`src/rtl/cache_bridge_pkg.sv`:
```
// Shared request type codes and controller state encoding for the cache/SRAM bridge.
package cache_bridge_pkg;

  localparam logic [2:0] TYPE_BYTE = 3'b000;
  localparam logic [2:0] TYPE_HALF = 3'b001;
  localparam logic [2:0] TYPE_WORD = 3'b010;
  localparam logic [2:0] TYPE_LINE = 3'b100;

  localparam logic [1:0] ST_IDLE     = 2'd0;
  localparam logic [1:0] ST_RD_ISSUE = 2'd1;
  localparam logic [1:0] ST_WR_DRAIN = 2'd2;

  function automatic logic is_line(input logic [2:0] req_type);
    return req_type == TYPE_LINE;
  endfunction

endpackage

```
`src/rtl/cache_sram_wbuf.sv`:
```
// Single-entry 128-bit write buffer; drains one SRAM word per cycle while drain is high.
module cache_sram_wbuf
  import cache_bridge_pkg::*;
#(
  parameter int unsigned ADDR_W = 16
) (
  input  logic              clk,
  input  logic              resetn,
  input  logic              load,
  input  logic [2:0]        ld_type,
  input  logic [ADDR_W-1:0] ld_addr,
  input  logic [3:0]        ld_strb,
  input  logic [127:0]      ld_data,
  input  logic              drain,
  output logic              empty,
  output logic              last,
  output logic [3:0]        we,
  output logic [ADDR_W-1:0] addr,
  output logic [31:0]       wdata
);

  logic              valid_q;
  logic              line_q;
  logic [ADDR_W-1:0] addr_q;
  logic [3:0]        strb_q;
  logic [127:0]      data_q;
  logic [1:0]        cnt_q;
  logic [1:0]        word_sel;

  always_ff @(posedge clk or negedge resetn) begin
    if (!resetn) begin
      valid_q <= 1'b0;
      line_q  <= 1'b0;
      addr_q  <= '0;
      strb_q  <= '0;
      data_q  <= '0;
      cnt_q   <= '0;
    end else if (load) begin
      valid_q <= 1'b1;
      line_q  <= is_line(ld_type);
      addr_q  <= ld_addr;
      strb_q  <= ld_strb;
      data_q  <= ld_data;
      cnt_q   <= '0;
    end else if (drain && valid_q) begin
      if (last) valid_q <= 1'b0;
      cnt_q <= cnt_q + 2'd1;
    end
  end

  // addr_q holds a word address, so its low two bits select the word within the line.
  always_comb begin
    word_sel = line_q ? cnt_q : addr_q[1:0];
    empty    = ~valid_q;
    last     = ~line_q | (cnt_q == 2'd3);
    we       = line_q ? 4'hf : strb_q;
    addr     = line_q ? {addr_q[ADDR_W-1:2], cnt_q} : addr_q;
    wdata    = data_q[{word_sel, 5'b0} +: 32];
  end

endmodule

```
`src/rtl/cache_sram_bridge.sv`:
```
// Bridges cache read/write requests onto a single-port synchronous SRAM.
// Define CACHE_SRAM_BRIDGE_CNT_EN to add accepted line read/write counters.
module cache_sram_bridge
  import cache_bridge_pkg::*;
#(
  parameter int unsigned ADDR_W = 16
) (
  input  logic              clk,
  input  logic              resetn,
  input  logic              rd_req,
  input  logic [2:0]        rd_type,
  input  logic [31:0]       rd_addr,
  output logic              rd_rdy,
  output logic              ret_valid,
  output logic              ret_last,
  output logic [31:0]       ret_data,
  input  logic              wr_req,
  input  logic [2:0]        wr_type,
  input  logic [31:0]       wr_addr,
  input  logic [3:0]        wr_wstrb,
  input  logic [127:0]      wr_data,
  output logic              wr_rdy,
  output logic              mem_en,
  output logic [3:0]        mem_we,
  output logic [ADDR_W-1:0] mem_addr,
  output logic [31:0]       mem_wdata,
  input  logic [31:0]       mem_rdata
`ifdef CACHE_SRAM_BRIDGE_CNT_EN
  ,
  output logic [31:0]       rd_line_cnt,
  output logic [31:0]       wr_line_cnt
`endif
);

  logic [1:0]        state_q, state_d;
  logic              rd_line_q;
  logic [ADDR_W-1:0] rd_addr_q;
  logic [1:0]        rd_cnt_q;
  logic              ret_valid_q, ret_last_q;
  logic              rd_accept, wr_accept, rd_last;
  logic              wb_empty, wb_last;
  logic [3:0]        wb_we;
  logic [ADDR_W-1:0] wb_addr;
  logic [31:0]       wb_wdata;
  logic              unused_addr;

  assign unused_addr = ^{wr_addr[31:ADDR_W+2], wr_addr[1:0], rd_addr[31:ADDR_W+2], rd_addr[1:0]};

  // Ready outputs are gated by resetn so they drop the instant reset asserts.
  assign wr_rdy    = resetn & (state_q == ST_IDLE) & wb_empty;
  assign rd_rdy    = wr_rdy & ~wr_req;
  assign wr_accept = wr_req & wr_rdy;
  assign rd_accept = rd_req & rd_rdy;
  assign rd_last   = ~rd_line_q | (rd_cnt_q == 2'd3);

  cache_sram_wbuf #(
    .ADDR_W (ADDR_W)
  ) u_wbuf (
    .clk     (clk),
    .resetn  (resetn),
    .load    (wr_accept),
    .ld_type (wr_type),
    .ld_addr (wr_addr[ADDR_W+1:2]),
    .ld_strb (wr_wstrb),
    .ld_data (wr_data),
    .drain   (state_q == ST_WR_DRAIN),
    .empty   (wb_empty),
    .last    (wb_last),
    .we      (wb_we),
    .addr    (wb_addr),
    .wdata   (wb_wdata)
  );

  always_comb begin
    state_d = state_q;
    case (state_q)
      ST_IDLE: begin
        if (wr_accept)      state_d = ST_WR_DRAIN;
        else if (rd_accept) state_d = ST_RD_ISSUE;
      end
      ST_RD_ISSUE: if (rd_last) state_d = ST_IDLE;
      ST_WR_DRAIN: if (wb_last) state_d = ST_IDLE;
      default:     state_d = ST_IDLE;
    endcase
  end

  always_ff @(posedge clk or negedge resetn) begin
    if (!resetn) begin
      state_q     <= ST_IDLE;
      rd_line_q   <= 1'b0;
      rd_addr_q   <= '0;
      rd_cnt_q    <= '0;
      ret_valid_q <= 1'b0;
      ret_last_q  <= 1'b0;
    end else begin
      state_q     <= state_d;
      ret_valid_q <= (state_q == ST_RD_ISSUE);
      ret_last_q  <= (state_q == ST_RD_ISSUE) & rd_last;
      if (rd_accept) begin
        rd_line_q <= is_line(rd_type);
        rd_addr_q <= rd_addr[ADDR_W+1:2];
        rd_cnt_q  <= '0;
      end else if (state_q == ST_RD_ISSUE) begin
        rd_cnt_q  <= rd_cnt_q + 2'd1;
      end
    end
  end

  always_comb begin
    mem_en    = 1'b0;
    mem_we    = 4'h0;
    mem_addr  = '0;
    mem_wdata = '0;
    if (state_q == ST_RD_ISSUE) begin
      mem_en   = 1'b1;
      mem_addr = rd_line_q ? {rd_addr_q[ADDR_W-1:2], rd_cnt_q} : rd_addr_q;
    end else if (state_q == ST_WR_DRAIN) begin
      mem_en    = 1'b1;
      mem_we    = wb_we;
      mem_addr  = wb_addr;
      mem_wdata = wb_wdata;
    end
  end

  assign ret_valid = ret_valid_q;
  assign ret_last  = ret_last_q;
  assign ret_data  = ret_valid_q ? mem_rdata : 32'h0;

`ifdef CACHE_SRAM_BRIDGE_CNT_EN
  always_ff @(posedge clk or negedge resetn) begin
    if (!resetn) begin
      rd_line_cnt <= '0;
      wr_line_cnt <= '0;
    end else begin
      if (rd_accept && is_line(rd_type)) rd_line_cnt <= rd_line_cnt + 32'd1;
      if (wr_accept && is_line(wr_type)) wr_line_cnt <= wr_line_cnt + 32'd1;
    end
  end
`endif

endmodule

```
`config.mk`:
```
export PLATFORM = sky130hd
export DESIGN_NAME = cache_sram_bridge
export DESIGN_NICKNAME = d
export VERILOG_FILES = /design/src/rtl/cache_bridge_pkg.sv /design/src/rtl/cache_sram_wbuf.sv /design/src/rtl/cache_sram_bridge.sv
export SDC_FILE = /design/constraint.sdc
export NUM_CORES = 1
export LEC_CHECK = 0
export ABC_CLOCK_PERIOD_IN_PS = 2900
export BUFFER_PORTS_ARGS = -buffer_cell sky130_fd_sc_hd__buf_2
export CAP_MARGIN = 20
export CORE_MARGIN = 8
export CORE_UTILIZATION = 45
export CTS_CLUSTER_DIAMETER = 50
export CTS_CLUSTER_SIZE = 25
export DETAILED_ROUTE_END_ITERATION = 8
export PLACE_DENSITY = 0.75
export SYNTH_ARGS = -nofsm -noshare
export SYNTH_HDL_FRONTEND = slang
export SYNTH_SLANG_ARGS = --single-unit
```
`constraint.sdc`:
```
create_clock -name clk -period 2.9 [get_ports clk]
set_clock_uncertainty 0.1 [all_clocks]
set_input_delay 0.435 -clock clk [delete_from_list [all_inputs] [get_ports clk]]
set_output_delay 0.435 -clock clk [all_outputs]
set_load 0.01 [all_outputs]
```
==> results_dict.tcl, run 1 <==
set metrics [dict create \
    yosys.area.top_type_share 0.476 \
    required_ps 2370 \
    wirelength_um 29100 \
    max_cap_viol_count 0 \
    hold_depth 3 \
    clock_sink_count 175 \
    ys_warn_count 0 \
    rr_endpoint "u_wbuf.data_q[100]" \
    nets 1616 \
    r2r-start "state_q[0]" \
    worstSetupStartpointType "flop" \
    ys_types 36 \
    cp-end-kind "output pin" \
    ant_nets 0 \
    yosysTopAreaCell "dfrtp_1" \
    synth_area_per_cell_um2 8.30 \
    core_um2 20200 \
    syn_nets 1351 \
    final_cell_mix "nand2_1 (480), buf_2 (293), dfrtp_1 (173)" \
    drt-initial-drc-count 615 \
    hold_ws_ps 79.0 \
    synthTopCellsByArea "dfrtp_1 (48%), nand2_1 (20%), nor2b_1 (4.6%)" \
    synth_xor_area_frac 0.00190 \
    synthMuxAreaShare 0.0258 \
    clkTransAtPathRegs_ps 90 \
    setup_slack_ps 130 \
    powerDensity_nw_per_um2 439 \
    finalHoldViolCount 0 \
    initial_core_util 0.456 \
    status "finished clean" \
    fin_setup_tns_ps 0 \
    layout-drive-gt1-share 0.293 \
    root_buffer "clkbuf_16" \
    dr.max_layer_used "met4" \
    grt_max_degree 80 \
    clk_latency_ps 440 \
    tightest_slew_ps 678 \
    ff2ff_setup_slack_ps 830 \
    critPathMaxFanout 24 \
    io_buffers 294 \
    final-setup-viol-count 0 \
    dp.cells 1619 \
    ys_seq_elements 175 \
    avgViaCountPerCell 5.20 \
    netlist_area_um2 9200 \
    die_area_um2 25300 \
    rows 52 \
    grt_pass1_wl_um 47000 \
    num_vias 8634 \
    hp-class "input port to flop" \
    ff2ff_path_depth 8 \
    critPathKind "flop to output pin" \
    rsz0062_at_grt "no" \
    wl_met2_um 14300 \
    die_x_um 159 \
    grt_overflow 0 \
    slew_headroom 0.548 \
    ios 327 \
    final_cells 1659 \
    critPathArrivalTime_ps 2230 \
    grt_pass1_vias 8930 \
    endpoint "mem_wdata[12]" \
    area_delta_synth_final_pct 25.8 \
    crit_start "u_wbuf.line_q" \
    dr_wl_met3_um 1860 \
    numCtsBuffers 17 \
    min_period_over_period 0.955 \
    drtPass1Iterations 5 \
    synthCells 1108 \
    gp_congestion 0.841 \
    cts_tree "built" \
    routedWlPerCell_um 17.5 \
    synth-simple-area-share 0.276 \
    wl_met1_um 12400 \
    ys_seq_area_frac 0.476 \
    synth_top_family_by_area "simple AND/OR/NAND/NOR gates" \
    clock.fmax_ghz 0.361 \
    slew_viol_final 0 \
    synthAdderAreaFrac 0.00680 \
    hpwl_um 20000 \
    die_h_um 159 \
    leakage_nw 6.18 \
    htree_num_levels 4 \
    grt_antenna_before_repair 3 \
    irDropWorstVdd_uv 381 \
    cts_buffer_depth 2 \
    track_usage 0.226 \
    synth-compound-area-share 0.160 \
    final_common_cell "nand2_1" \
    min_period_ps 2770 \
    drc 0 \
    pre_cts_slack_ps 380 \
]
sequential cells by signal, indices dropped and copies added (netlist names):
| name | cells |
|---|---|
| ret_last | 1 |
| state_q | 2 |
| u_wbuf.valid_q | 1 |
| rd_line_q | 1 |
| u_wbuf.data_q | 128 |
| u_wbuf.addr_q | 16 |
| u_wbuf.line_q | 1 |
| rd_cnt_q | 2 |
| rd_addr_q | 16 |
| u_wbuf.cnt_q | 2 |
| ret_valid | 1 |
| u_wbuf.strb_q | 4 |
worst max-delay path: stages (launching register included):
cell	delay [ps]
dfrtp_1	410
buf_4	250
and2_1	170
buf_4	330
o21ai_0	140
a31oi_1	300
buf_2	200
power by group:
part | switching [W] | internal (W) | leakage, nW
Combinational | 0.0000965 | 0.000107 | 3.46
Sequential | 0 | 0.00244 | 2.41
Clock | 0.00122 | 0.00121 | 0.309
Total | 0.00132 | 0.00376 | 6.18
area by class of cell:
| type | count | area (um2) |
|---|---|---|
| multi-input cells | 846 | 4370 |
| fillers | 1863 | 8600 |
| well taps | 270 | 338 |
| flip-flops and latches | 175 | 4380 |
| clock inverters | 15 | 214 |
| diodes | 3 | 7.51 |
| clock buffers | 17 | 425 |
| inverters | 6 | 22.5 |
| repair buffers | 327 | 1820 |
cell usage after synthesis (all sizes together):
| master | count |
|---|---|
| nand2 | 481 |
| dfrtp | 175 |
| o21ai | 115 |
| nor2b | 68 |
| buf | 46 |
| clkbuf | 36 |
| and2 | 34 |
| a31oi | 32 |
| o22ai | 32 |
| o31ai | 32 |
| mux2 | 19 |
| nor2 | 7 |
| inv | 6 |
| ha | 5 |
| o21a | 4 |
| a21oi | 3 |
| a22o | 2 |
| mux2i | 2 |
| nand3 | 2 |
| a22oi | 1 |
| nand2b | 1 |
| nand3b | 1 |
| nor3b | 1 |
| or2 | 1 |
| xnor2 | 1 |
| xor2 | 1 |
timing repair:
action | CTS | global route
buffers inserted | 0 | 2
resized for setup | 1 | 4
endpoints found under the hold margin | 0 | 5
hold buffers | 0 | 1
pin swaps | 0 | 1
setup endpoints to repair | 12 | 3
gates cloned | 0 | 1
worst min-delay path by stage:
stage / slack (ps) / endpoint / start
2_1_floorplan: 40 / rd_addr_q[0] / resetn
5_1_grt: 70 / u_wbuf.addr_q[9] / wr_addr[11]
3_5_place_dp: 360 / u_wbuf.data_q[108] / u_wbuf.data_q[108]
4_1_cts: 30 / u_wbuf.data_q[99] / resetn
3_3_place_gp: 360 / u_wbuf.data_q[125] / u_wbuf.data_q[125]
6_report: 80 / u_wbuf.addr_q[5] / wr_addr[7]
per-layer routing:
metal	global-route usage	up-vias
met3	0.0465	40
li1	-	4154
met2	0.369	340
met1	0.293	4100
met5	0	-
met4	0.0789	0
through the flow:
step / cell area [um2] / utilization / power (W)
after floorplan: 9200 / - / 0.00249
after global placement: 10800 / 0.538 / 0.00269
after detailed placement: 10800 / 0.538 / 0.00269
after CTS: 11500 / 0.570 / 0.00513
after global routing: 11600 / 0.574 / 0.00524
final: 11600 / 0.574 / 0.00508
kinds of logic (layout without fill, tap and decap cells):
logic type / after synthesis / after routing
AO/OA/AOI/OAI: 221 / 221
buffers and inverters: 88 / 365
XOR/XNOR: 2 / 2
multiplexers: 21 / 21
other: 0 / 3
flip-flops: 175 / 175
adder cells (fa/ha/maj): 5 / 5
AND/OR/NAND/NOR: 596 / 597
(Power assumes the default switching activity.)
==> inputs of run 2 (changes only) <==
- CORE_UTILIZATION: 45 -> 35
- PLACE_DENSITY: 0.75 -> 0.62
==> results_dict.tcl, run 2 (synthesis results as in run 1) <==
set metrics [dict create \
    final_common_cell "nand2_1" \
    rows 59 \
    finalHoldViolCount 0 \
    slew_viol_final 0 \
    num_vias 8439 \
    die_x_um 178 \
    wirelength_um 30000 \
    grt_antenna_before_repair 3 \
    drc 0 \
    fin_setup_tns_ps 0 \
    dp.cells 1681 \
    ios 327 \
    final_cell_mix "nand2_1 (480), buf_2 (293), dfrtp_1 (173)" \
    largest_register_ffs 128 \
    root_buffer "clkbuf_16" \
    cts_setup_buffers 0 \
    powerDensity_nw_per_um2 436 \
    ant_nets 0 \
    grt_overflow 0 \
    regMostFlops "u_wbuf.data_q" \
    drtPass1Iterations 8 \
    drt-initial-drc-count 514 \
    grt_pass1_wl_um 47900 \
    gp_congestion 0.787 \
    critPathMaxFanout 22 \
    hp-class "input port to flop" \
    die_h_um 178 \
    leakage_nw 6.13 \
    status "finished clean" \
    min_period_over_period 0.960 \
    nets 1609 \
    numCtsBuffers 17 \
    p_total_w 0.00505 \
    initial_core_util 0.355 \
    cts_buffer_depth 2 \
    required_ps 2370 \
    fin_util 0.447 \
    slew_headroom 0.455 \
    max_cap_viol_count 0 \
    io_buffers 294 \
    clock_sink_count 175 \
    fill_cells 2573 \
    htree_num_levels 4 \
    rsz0062_at_grt "no" \
    tightest_slew_ps 818 \
    grt_max_degree 89 \
    final_cells 1715 \
    avgViaCountPerCell 4.92 \
    final-setup-viol-count 0 \
    worstSetupStartpointType "flop" \
    grt_pass1_vias 8900 \
    area_delta_synth_final_pct 26.0 \
    critPathArrivalTime_ps 2250 \
    irDropWorstVdd_uv 314 \
    min_period_ps 2780 \
    largestRegisters "u_wbuf.data_q: 128 flops, rd_addr_q: 16 flops, u_wbuf.addr_q: 16 flops" \
    layout-drive-gt1-share 0.289 \
    clock.fmax_ghz 0.359 \
    die_area_um2 31700 \
    routedWlPerCell_um 17.5 \
    core_um2 25900 \
    clk_latency_ps 430 \
    track_usage 0.189 \
    clkTransAtPathRegs_ps 80 \
    cp-end-kind "output pin" \
    hold_ws_ps 86.8 \
    critPathKind "flop to output pin" \
    hpwl_um 20300 \
    cts_tree "built" \
]
[run 2: cell count changes in the layout (fill, tap and decap cells not counted), moves of 3 or more]
cell / previous run / this run
buf_4: 24 / 18
inv_12: 4 / 0
buf_12: 5 / 8
buf_6: 3 / 0
[run 2: timing repair]
item / CTS / global route
hold buffers: 1 / 0
resized for setup: 0 / 2
hold endpoints to repair: 29 / 0
endpoints found under the setup margin: 0 / 13
[run 2: per-stage QoR]
stage | instance area [um2] | setup WS [ps]
detailed placement | 11000 | 550
finish | 11600 | 117
global placement | 11000 | 564
floorplan | 9200 | 786
CTS | 11600 | 80.4
global route | 11600 | 3.42
[run 2: layout make-up]
class | count | area, um2 | area share
clock inverter | 15 | 194 | 0.0167
clock buffer | 17 | 425 | 0.0367
timing repair buffer | 321 | 1790 | 0.154
antenna | 1 | 2.50 | 0.000216
tap | 335 | 419 | 0.0362
inverter | 6 | 22.5 | 0.00194
multi-input combinational | 845 | 4350 | 0.376
sequential | 175 | 4390 | 0.379
[run 2: final timing paths]
kind                              startpoint                 end  slack [ps]  cells past startpoint
max                            u_wbuf.line_q        mem_wdata[0]         120                      6
min                             wr_data[103]  u_wbuf.data_q[103]          90                      3
max reg2reg                       state_q[0]   u_wbuf.data_q[39]         800                      8
min reg2reg                u_wbuf.data_q[31]   u_wbuf.data_q[31]         380                      2
max in group asynchronous             resetn    u_wbuf.addr_q[0]         800                      4
min in group asynchronous             resetn  u_wbuf.data_q[103]         360                      2
[run 2: metal layers]
| layer | up-vias | track usage | part of all wire |
|---|---|---|---|
| li1 | 4144 | - | - |
| met1 | 4022 | 0.243 | 0.44 |
| met2 | 247 | 0.317 | 0.48 |
| met3 | 22 | 0.0455 | 0.067 |
| met4 | 4 | 0.0465 | 0.010 |
| met5 | - | 0 | 0.00087 |
[run 2: worst max-delay path: stages, from the launching register on]
cell	delay [ps]
dfrtp_1	440
or2_2	330
buf_4	270
o22ai_2	270
o21ai_1	90
a31oi_1	250
buf_2	180
[run 2: power breakdown]
part / internal (W) / total (W) / switching, W
registers: 0.00244 / 0.00244 / 0
logic: 0.000103 / 0.000197 / 0.0000938
clock network: 0.00125 / 0.00242 / 0.00117
